===== src/rtl/return_address_stack.sv =====
// Speculative return-address stack for the fetch front end, with a checkpoint FIFO
// that lets an early branch flush roll the stack pointer and count back.
module return_address_stack #(
    parameter int DEPTH       = 8,
    parameter int CHECKPOINTS = 8
) (
    input  logic        clk,
    input  logic        rst,
    input  logic        push,
    input  logic [31:0] new_addr,
    input  logic        pop,
    input  logic        branch_fetched,
    input  logic        branch_retired,
    input  logic        early_branch_flush,
    output logic [31:0] addr,
    output logic        valid,
    output logic        ckpt_full
);

    localparam int IDX_W = (DEPTH > 1) ? $clog2(DEPTH) : 1;
    localparam int CNT_W = IDX_W + 1;
    localparam int CP_W  = (CHECKPOINTS > 1) ? $clog2(CHECKPOINTS) : 1;
    localparam int OCC_W = CP_W + 1;

    localparam logic [CNT_W-1:0] CNT_MAX = CNT_W'(DEPTH);
    localparam logic [OCC_W-1:0] OCC_MAX = OCC_W'(CHECKPOINTS);

    // Return addresses; asynchronous read, never reset.
    logic [31:0]      stack_q [DEPTH];
    logic [IDX_W-1:0] ckpt_idx_q [CHECKPOINTS];
    logic [CNT_W-1:0] ckpt_cnt_q [CHECKPOINTS];

    logic [IDX_W-1:0] read_index_q, read_index_d;
    logic [CNT_W-1:0] count_q, count_d;
    logic [CP_W-1:0]  wr_ptr_q, wr_ptr_d;
    logic [CP_W-1:0]  rd_ptr_q, rd_ptr_d;
    logic [OCC_W-1:0] occ_q, occ_d;
    logic             ckpt_full_q, ckpt_full_d;

    logic             stack_we;
    logic [IDX_W-1:0] stack_waddr;
    logic             enq;
    logic             deq;

    assign enq = branch_fetched && !ckpt_full_q && !early_branch_flush;
    assign deq = branch_retired && (occ_q != '0) && !early_branch_flush;

    always_comb begin
        read_index_d = read_index_q;
        count_d      = count_q;
        stack_we     = 1'b0;
        stack_waddr  = read_index_q;

        if (early_branch_flush) begin
            if (occ_q != '0) begin
                read_index_d = ckpt_idx_q[rd_ptr_q];
                count_d      = ckpt_cnt_q[rd_ptr_q];
            end
        end else begin
            unique case ({push, pop})
                2'b10: begin
                    stack_we     = 1'b1;
                    stack_waddr  = read_index_q + IDX_W'(1);
                    read_index_d = read_index_q + IDX_W'(1);
                    // Full stack wraps and drops the oldest entry.
                    if (count_q != CNT_MAX) count_d = count_q + CNT_W'(1);
                end
                2'b01: begin
                    if (count_q != '0) begin
                        read_index_d = read_index_q - IDX_W'(1);
                        count_d      = count_q - CNT_W'(1);
                    end
                end
                2'b11: begin
                    // Tail call replaces the top entry in place.
                    stack_we = 1'b1;
                    if (count_q == '0) count_d = CNT_W'(1);
                end
                default: ;
            endcase
        end
    end

    always_comb begin
        wr_ptr_d = wr_ptr_q;
        rd_ptr_d = rd_ptr_q;
        occ_d    = occ_q;

        if (early_branch_flush) begin
            wr_ptr_d = '0;
            rd_ptr_d = '0;
            occ_d    = '0;
        end else begin
            if (enq) wr_ptr_d = wr_ptr_q + CP_W'(1);
            if (deq) rd_ptr_d = rd_ptr_q + CP_W'(1);
            unique case ({enq, deq})
                2'b10:   occ_d = occ_q + OCC_W'(1);
                2'b01:   occ_d = occ_q - OCC_W'(1);
                default: occ_d = occ_q;
            endcase
        end
        ckpt_full_d = (occ_d == OCC_MAX);
    end

    always_ff @(posedge clk) begin
        if (rst) begin
            read_index_q <= '0;
            count_q      <= '0;
            wr_ptr_q     <= '0;
            rd_ptr_q     <= '0;
            occ_q        <= '0;
            ckpt_full_q  <= 1'b0;
        end else begin
            read_index_q <= read_index_d;
            count_q      <= count_d;
            wr_ptr_q     <= wr_ptr_d;
            rd_ptr_q     <= rd_ptr_d;
            occ_q        <= occ_d;
            ckpt_full_q  <= ckpt_full_d;
        end
    end

    // Storage arrays carry no reset; writes are still blocked during reset.
    always_ff @(posedge clk) begin
        if (stack_we && !rst) stack_q[stack_waddr] <= new_addr;
        if (enq && !rst) begin
            ckpt_idx_q[wr_ptr_q] <= read_index_q;
            ckpt_cnt_q[wr_ptr_q] <= count_q;
        end
    end

    assign valid     = (count_q != '0);
    assign addr      = valid ? stack_q[read_index_q] : 32'h0;
    assign ckpt_full = ckpt_full_q;

endmodule


===== config.mk =====
export PLATFORM = sky130hd
export DESIGN_NAME = return_address_stack
export DESIGN_NICKNAME = d
export VERILOG_FILES = /design/src/rtl/return_address_stack.sv
export SDC_FILE = /design/constraint.sdc
export NUM_CORES = 1
export LEC_CHECK = 0
export ABC_AREA = 1
export CAP_MARGIN = 40
export CORE_UTILIZATION = 40
export CTS_CLUSTER_DIAMETER = 100
export DETAILED_ROUTE_END_ITERATION = 8
export SLEW_MARGIN = 20
export SYNTH_ARGS = -nofsm -noshare
export SYNTH_HDL_FRONTEND = slang
export SYNTH_SLANG_ARGS = --single-unit

===== constraint.sdc =====
create_clock -name clk -period 4.6 [get_ports clk]
set_input_delay 0.46 -clock clk [delete_from_list [all_inputs] [get_ports clk]]
set_output_delay 0.46 -clock clk [all_outputs]
set_load 0.02 [all_outputs]

Yosys cells after proc, flatten, opt, wreduce, memory -nomap -nowiden
Memories as Yosys holds them, arrays and structs flattened. A register that Yosys moved wholly into a read port is not among the register bits. Index checks and enable logic that the tools add are counted.

Output and inout port bits: 34. Memories: 3. Register bits: 18. Bits of input ports: 39. Bits in writable memories: 312. Word-level logic and storage cells: 73.

Add/sub/neg operators: 8. Muxes and demuxes: 27. Reduce and logical (&&, ||, !) cells: 18. Equal/unequal tests: 11.

Memory list: stack_q (words 8, bits a word 32, read ports 1, clocked after memory_dff 1, write ports 1, line 29) `logic [31:0] stack_q [DEPTH];`; ckpt_cnt_q (words 8, bits a word 4, read ports 1, clocked after memory_dff 1, write ports 1, line 31) `logic [CNT_W-1:0] ckpt_cnt_q [CHECKPOINTS];`; ckpt_idx_q (words 8, bits a word 3, read ports 1, clocked after memory_dff 1, write ports 1, line 30) `logic [IDX_W-1:0] ckpt_idx_q [CHECKPOINTS];`.

Operator list (count): $mux W3 (11); $mux W32 (1); $mux W4 (6); $pmux W4 S3 (1); $reduce_bool A4 Y1 (3); $add A3 B1 Y3 const B (3); $ne A3 B3 Y1 const B (3); $add A4 B1 Y4 const B (2); $pmux W4 S2 (1); $sub A4 B1 Y4 const B (2); $eq A2 B2 Y1 const B (3); $logic_and A1 B1 Y1 (6); $mux W1 (6); $pmux W3 S2 (1); $reduce_and A5 Y1 (1); $eq A2 B1 Y1 const B (2); $eq A4 B4 Y1 const B (1); $logic_not A4 Y1 (1); $ne A4 B4 Y1 const B (1); $reduce_or A2 Y1 (2); $logic_not A1 Y1 (3); $reduce_and A3 Y1 (1); $reduce_bool A3 Y1 (1); $sub A3 B1 Y3 const B (1); $ne A2 B1 Y1 const B (1).

Logic depth before layout (Yosys ltp)
Gate-level depths: netlist of run 1.

Depth in word-level cells: 7. Mapped depth: 16. Mapped depth without buffers: 16.

Least setup slack after synthesis of run 1
No wires, ideal clock.

Path type: flip-flop to flip-flop. Start: register read_index_q[0]. End: memory stack_q[2][0], enable pin. Data required time: 4.179 ns. Library setup time: 0.421 ns. Buffers on the path: 0. Arrival time: 2.593 ns. Cell stages (with the launch flop): 7. Setup slack: 1.587 ns. Clock period less this slack: 3.013 ns. Cells stage by stage: dfxtp_1 > inv_1 > ha_1 > inv_1 > o21ai_0 > nand2_1 > nor2_1.

Word-level cells in the longest chain between the ends: 3.

Ends and longest elaborated chain: from (decl) (line 33) `logic [IDX_W-1:0] read_index_q, read_index_d;`; from (signal assigned) (line 114) `read_index_q <= read_index_d;`; $add A3 B1 Y3 (line 63) `stack_waddr = read_index_q + IDX_W'(1);`; $mux W3 (line 60) `unique case ({push, pop})`; $mux W3 (*) (line 54) `if (early_branch_flush) begin`; to (decl) (line 29).

Every way passes the cells marked *; elsewhere a longest branch is shown, timed or not.

==> summary.txt, run 1 <==
Outcome
  • Status: complete, no violations

Final layout
  • Diode count: 0
  • Final nets: 1,241
  • Share of layout cells above drive strength 1: 7.78%
  • Final instance area: 0.0160 mm²
  • Final std cells w/o fill: 1,669
  • Layout area overhead: 17.4%

Place
  • Routability congestion estimate: 0.788
  • Placed instance area: 0.0148 mm²
  • Cells after DPL: 1,600
  • Port bufs: 72
  • Detail Placement HPWL: 17,000 µm

Clock network
  • CTS tree: built
  • PostCTS Resize Cnt: 0
  • Clock Tree Root: clkbuf_16
  • CTS clk-pin slew, worst paths: 60 ps
  • Post-CTS setup buffers: 0
  • CTS sink cnt: 336
  • Htree depth: 2
  • CTS hold repair buffers: 0
  • Max clock buf depth: 3
  • Skew-Pair Late Insertion Delay: 520 ps
  • CTS Buf Count: 37

Worst setup path
  • Startpoint Class: flip-flop
  • CP Cell Sequence: buf_4 > nor2_1 > o32ai_1 > o21ai_0 > nor2_1 > clkdlybuf4s50_1
  • Crit path largest cell delay: 720 ps
  • CP most frequent cell: nor2_1
  • Crit Path Max Fanout: 81
  • CP max stage cell: buf_4
  • R2R Setup Slk: 2020 ps
  • Crit path arrival time: 3310 ps
  • Critical path class: reg -> out
  • CP required: 4140 ps
  • FF-to-FF End: stack_q[2][7]
  • CP Capture Type: primary output
  • Worst r2r src: read_index_q[0]
  • Reg2Reg Depth: 7

Synth
  • Most common cell in the netlist: nor2_1
  • Synth top area cells: edfxtp_1 (69%), nor2_1 (9.6%), o21ai_0 (4.2%)
  • Post-Synth Simple-Gate Area: 12.2%
  • Yosys top cell area share: 68.7%
  • Fraction of registers with async set/reset: 0%
  • Mapped Nets: 1,170
  • Syn Inst Count: 1,121
  • Distinct cells, synth: 29
  • Post-Syn Area: 0.0136 mm²
  • Post-synth EDFFs: 312
  • Synth Area in XOR/XNOR: 0.321%
  • Top FF cell, synth: edfxtp_1
  • Post-synthesis mux area share: 0%
  • Syn_area_per_cell: 12.2 µm²
  • Main combinational cell family by area after synthesis: simple AND/OR/NAND/NOR gates
  • Area leader, netlist: edfxtp_1
  • Post-synthesis sequential area ratio: 72.2%
  • Synth Warn #: 0
  • Synth Register Bits: 336
  • Complex-gate fraction of the synthesized area: 10.6%
  • Synth Area in Adders: 0.972%
  • Synth cell count leaders: nor2_1 (348), edfxtp_1 (312), o21ai_0 (114), o32ai_1 (64), nand2_1 (55)

Power
  • Pwr per Cell Area: 454 mW/mm²
  • Comb power frac: 13.9%
  • Register share of total power: 47.9%
  • Cell Int Power: 5440 µW
  • Pleak: 0.00539 µW
  • Psw: 1840 µW
  • Total design power: 7280 µW
  • VDD IR max: 301 µV
  • Part of the power in the clock network: 38.3%
  • Sw Share: 25.2%

Die
  • Rows: 67
  • Initial Utilization: 40.7%
  • Area of the core: 0.0335 mm²
  • # IOs: 73
  • Die H: 187 µm
  • DIE WIDTH: 187 µm
  • Die area: 0.0348 mm²

Route
  • DRT iter0 DRCs: 486
  • Vias per inst: 5.15
  • DRC: 0
  • WL/cell: 17.6 µm
  • Final ANT Viol Nets: 0
  • DR vias: 8,600
  • WL final: 29,400 µm
  • Drt first pass iters: 5

GRT
  • Initial antenna violation count: 0
  • GRT overflow: 0
  • Global-route wire length before repair: 46,500 µm
  • Largest net degree at the start of global routing: 82
  • Vias in the first global route: 8,273
  • GRT Util Overall: 16.9%

STA
  • Slew @ Worst Pin: 804 ps
  • F_max: 266 MHz
  • Fin. max-slew vios: 0
  • Setup violators final: 0
  • Minimum clock period: 3770 ps
  • Slew HR: 46.2%
  • Final Skew: 19.7 ps
  • Final hold violation count: 0
  • Final period utilization: 81.9%
  • Hold_ws: 499 ps
  • Setup_tns: 0 ps
  • RSZ-0062 raised after global routing: no

Min path
  • Hold-critical path depth: 2
  • Worst hold endpoint: rd_ptr_q[0]
  • Hold Path Class: reg -> reg
  • HP Start: rd_ptr_q[0]

Job
  • Max-cap violations: 0
==> power by group through the flow <==
stage	combinational [µW]	sequential [µW]	clock [µW]
final	1010	3480	2780
after global routing	1110	3490	2960
after CTS	1020	3480	2840
after detailed placement	1010	3550	0
after global placement	987	3540	0
after floorplan	639	3490	0
==> critical path: cells and delay by family, from the launching register on <==
kind / cells / cell delay (ps)
buf+inv: 2 / 1370
compound gates: 2 / 380
simple gates: 2 / 330
flops: 1 / 670
==> layout by cell type, fill, tap and decap left out, types with 21 or more instances in the layout <==
cell,n
edfxtp_1,312
o21ai_0,114
o32ai_1,64
o21ai_1,34
nand2_1,55
clkdlybuf4s50_1,72
inv_1,36
clkbuf_16,39
dfxtp_1,21
nor2_1,340
==> area by class of cell <==
| cell class | count | area, µm² |
|---|---|---|
| Clock buffer | 50 | 1040 |
| Multi-Input combinational cell | 680 | 3340 |
| Inverter | 43 | 166 |
| Clock inverter | 18 | 116 |
| Fill cell | 2968 | 17500 |
| Timing Repair Buffer | 94 | 933 |
| Sequential cell | 336 | 9860 |
| Tap cell | 448 | 561 |
==> cells by family (layout without fill, tap and decap cells) <==
family | after synthesis | count (layout)
buf+inv | 105 | 205
flops | 336 | 336
compound gates | 236 | 236
fa+ha+maj | 10 | 10
xor+xnor | 5 | 5
simple gates | 429 | 429
==> metrics by stage <==
stage | setup slack, ps | utilization, %
2_1_floorplan | 1590 | -
3_3_place_gp | 1170 | 44.1
3_5_place_dp | 1140 | 44.3
4_1_cts | 751 | 47.7
5_1_grt | 603 | 47.8
6_report | 834 | 47.8
==> registers in the layout (all words and copies together) (netlist names), named ones only <==
| signal | count |
|---|---|
| wr_ptr_q | 3 |
| count_q | 4 |
| ckpt_idx_q | 24 |
| read_index_q | 3 |
| occ_q | 4 |
| ckpt_full | 1 |
| stack_q | 256 |
| rd_ptr_q | 3 |
| ckpt_cnt_q | 32 |
==> how the worst max path moves through the flow <==
stage | slack, ps | startpoint | endpoint | depth (start not counted)
after global routing | 600 | flip-flop | addr[14] | 6
after CTS | 750 | flip-flop | addr[19] | 7
final | 830 | flip-flop | addr[1] | 6
after floorplan | 1590 | read_index_q[0] | stack_q[2][0] | 6
after detailed placement | 1140 | early_branch_flush | stack_q[5][15] | 7
after global placement | 1170 | early_branch_flush | stack_q[4][17] | 7
==> layer usage <==
metal  global-route usage [%]  vias to the layer above  wire [µm]  share of wire, %
li1                         -                     4184          -                 -
met5                        0                        -          0                 0
met4                     4.48                        0        506               1.7
met1                     23.7                     4189      13700                47
met3                     2.69                       42       1360               4.6
met2                     27.3                      185      13800                47
Power figures use the tool's default switching activity.
==> inputs of run 2 (changes only) <==
Clock period 4.6 ns to 3.8 ns, I/O delays scaled along.
==> run 2 against run 1 <==
Compared with the run above: register-to-register slack got worse by 760 ps; power increased by 20%; critical path depth unchanged; design area increased by 0.50%; via count increased by 0.77%; first-iteration DRC count increased by 34%.
==> summary.txt, run 2 (synthesis results as in run 1) <==
Clock network
  • Htree depth: 2 (unchanged)
  • PostCTS Resize Cnt: 0 (unchanged)
  • CTS hold repair buffers: 0 (unchanged)
  • Clock Tree Root: clkbuf_16
  • CTS Buf Count: 36 (-2.7%)
  • CTS clk-pin slew, worst paths: 60 ps (about the same)
  • CTS sink cnt: 336 (unchanged)
  • Max clock buf depth: 3 (unchanged)
  • Post-CTS setup buffers: 0 (unchanged)
  • CTS tree: built
  • Skew-Pair Late Insertion Delay: 520 ps (about the same)

STA
  • RSZ-0062 raised after global routing: no
  • Slew HR: 49.8% (+3.6 points)
  • Setup_tns: 0 ps (unchanged)
  • Final Skew: 18.8 ps (-0.881 ps)
  • Setup violators final: 0 (unchanged)
  • Final hold violation count: 0 (unchanged)
  • F_max: 288 MHz
  • Slew @ Worst Pin: 750 ps (-54.0 ps)
  • Minimum clock period: 3480 ps
  • Final period utilization: 91.5%
  • Setup WS post-layout: 324 ps (-510 ps)
  • Fin. max-slew vios: 0 (unchanged)

Route
  • DRT iter0 DRCs: 651 (+34%)
  • DR vias: 8,666 (+0.77%)
  • WL final: 29,700 µm (+1.0%)
  • Vias per inst: 5.18 (+0.47%)
  • Drt first pass iters: 6 (+1)
  • Final ANT Viol Nets: 0 (unchanged)
  • DRC: 0 (unchanged)
  • WL/cell: 17.7 µm (+0.73%)

Final layout
  • Diode count: 0 (unchanged)
  • Most common cell after layout, fill and taps aside: nor2_1
  • Most frequent cells in the layout: nor2_1 (340), edfxtp_1 (312), o21ai_0 (114), clkdlybuf4s50_1 (72), o32ai_1 (64)
  • Max reg flops: 256 (unchanged)
  • Layout fillers: 2,965 (-0.10%)
  • Largest Register: stack_q
  • Final nets: 1,247 (+0.48%)
  • Final instance area: 0.0161 mm² (+0.50%)
  • Share of layout cells above drive strength 1: 8.32% (+0.54 points)
  • Largest registers: stack_q x256, ckpt_cnt_q x32, ckpt_idx_q x24
  • Final std cells w/o fill: 1,674 (+0.30%)
  • Layout area overhead: 18.0%

Die
  • # IOs: 73 (unchanged)
  • Initial Utilization: 40.7% (unchanged)
  • Area of the core: 0.0335 mm² (unchanged)
  • Die H: 187 µm (unchanged)
  • DIE WIDTH: 187 µm (unchanged)
  • Rows: 67 (unchanged)
  • Die area: 0.0348 mm² (unchanged)

Worst setup path
  • Crit path largest cell delay: 800 ps (+80 ps)
  • Crit path arrival time: 3100 ps (-210 ps)
  • Startpoint Class: flip-flop
  • CP Cell Sequence: buf_12 > nor2_1 > o32ai_1 > o21ai_0 > nor2_1 > clkdlybuf4s50_1
  • Cell family with most CP delay: buffers and inverters
  • Buf/Inv on CP: 2 (unchanged)
  • CP max stage cell: dfxtp_4
  • CP required: 3420 ps (-720 ps)
  • Crit Path Max Fanout: 68 (-16%)
  • CP Capture Type: primary output
  • CP most frequent cell: nor2_1
  • Critical path class: reg -> out

GRT
  • Initial antenna violation count: 0 (unchanged)
  • GRT Util Overall: 17.2% (+0.28 points)
  • Global-route wire length before repair: 46,500 µm (about the same)
  • Vias in the first global route: 8,244 (-0.35%)
  • Largest net degree at the start of global routing: 69 (-16%)
  • GRT overflow: 0 (unchanged)

Place
  • Detail Placement HPWL: 16,900 µm (-0.81%)
  • Port bufs: 72 (unchanged)
  • Placed instance area: 0.0150 mm² (+0.89%)
  • Cells after DPL: 1,608 (+0.50%)
  • Routability congestion estimate: 0.797 (+1.1%)
  • Place WS: 833 ps (-304 ps)

Job
  • Max-cap violations: 0 (unchanged)

Power
  • Pleak: 0.00543 µW (+0.64%)
  • Pwr per Cell Area: 543 mW/mm² (+20%)
  • VDD IR max: 384 µV (+28%)

Outcome
  • Status: complete, no violations

Min path
  • Hold Path Class: reg -> reg
[run 2: changes by cell type in the layout (fill, tap and decap cells not counted), sizes merged]
cell    delta
buf        +7
clkbuf     -5
bufinv     +1
clkinv     +1
inv        +1
[run 2: layout make-up]
cell class	instances	area, µm²	area share [%]
clock buffers	45	956	5.94
clock inverters	21	165	1.03
inverters	43	166	1.03
multi-input cells	680	3340	20.8
flip-flops and latches	336	9860	61.2
well taps	448	561	3.48
repair buffers	101	1050	6.50
[run 2: report_power, final]
group / internal (µW) / switching (µW)
registers: 4120 / 94.0
clock network: 1930 / 1370
logic: 488 / 751
[run 2: worst paths after layout]
check / slack (ps) / start / endpoint / depth (start not counted)
worst min register to register: 470 / rd_ptr_q[2] / rd_ptr_q[2] / 2
worst max-delay path: 320 / flip-flop / addr[1] / 6
worst max register to register: 1260 / read_index_q[0] / stack_q[3][10] / 7
worst min-delay path: 470 / rd_ptr_q[2] / rd_ptr_q[2] / 2
[run 2: routing by layer]
metal,vias to the layer above,track usage [%],share of wire [%],routed length [µm]
li1,4191,-,-,-
met1,4203,24.0,46,13600
met2,226,27.6,47,14100
met3,46,2.95,5.0,1480
met4,0,4.73,1.8,527
met5,-,0,0,0
[run 2: per-stage QoR]
stage	hold WS (ps)	power, µW	util, %
6_report	465	8750	48.0
3_5_place_dp	456	5540	44.7
4_1_cts	464	8840	48.0
5_1_grt	503	9100	48.0
3_3_place_gp	456	5520	44.6
2_1_floorplan	436	5000	-
[run 2: worst min-delay path: cells and delay by family, from the launching register on]
kind | cells | cell delay (ps)
flops | 1 | 290
compound gates | 1 | 70
buf+inv | 1 | 50
==> inputs of run 3 (changes only) <==
Settings changed: CTS_CLUSTER_DIAMETER 100 to not set.
==> results of run 3 <==
Same layout as run 2: the final DEF is identical, and so are final timing and power.
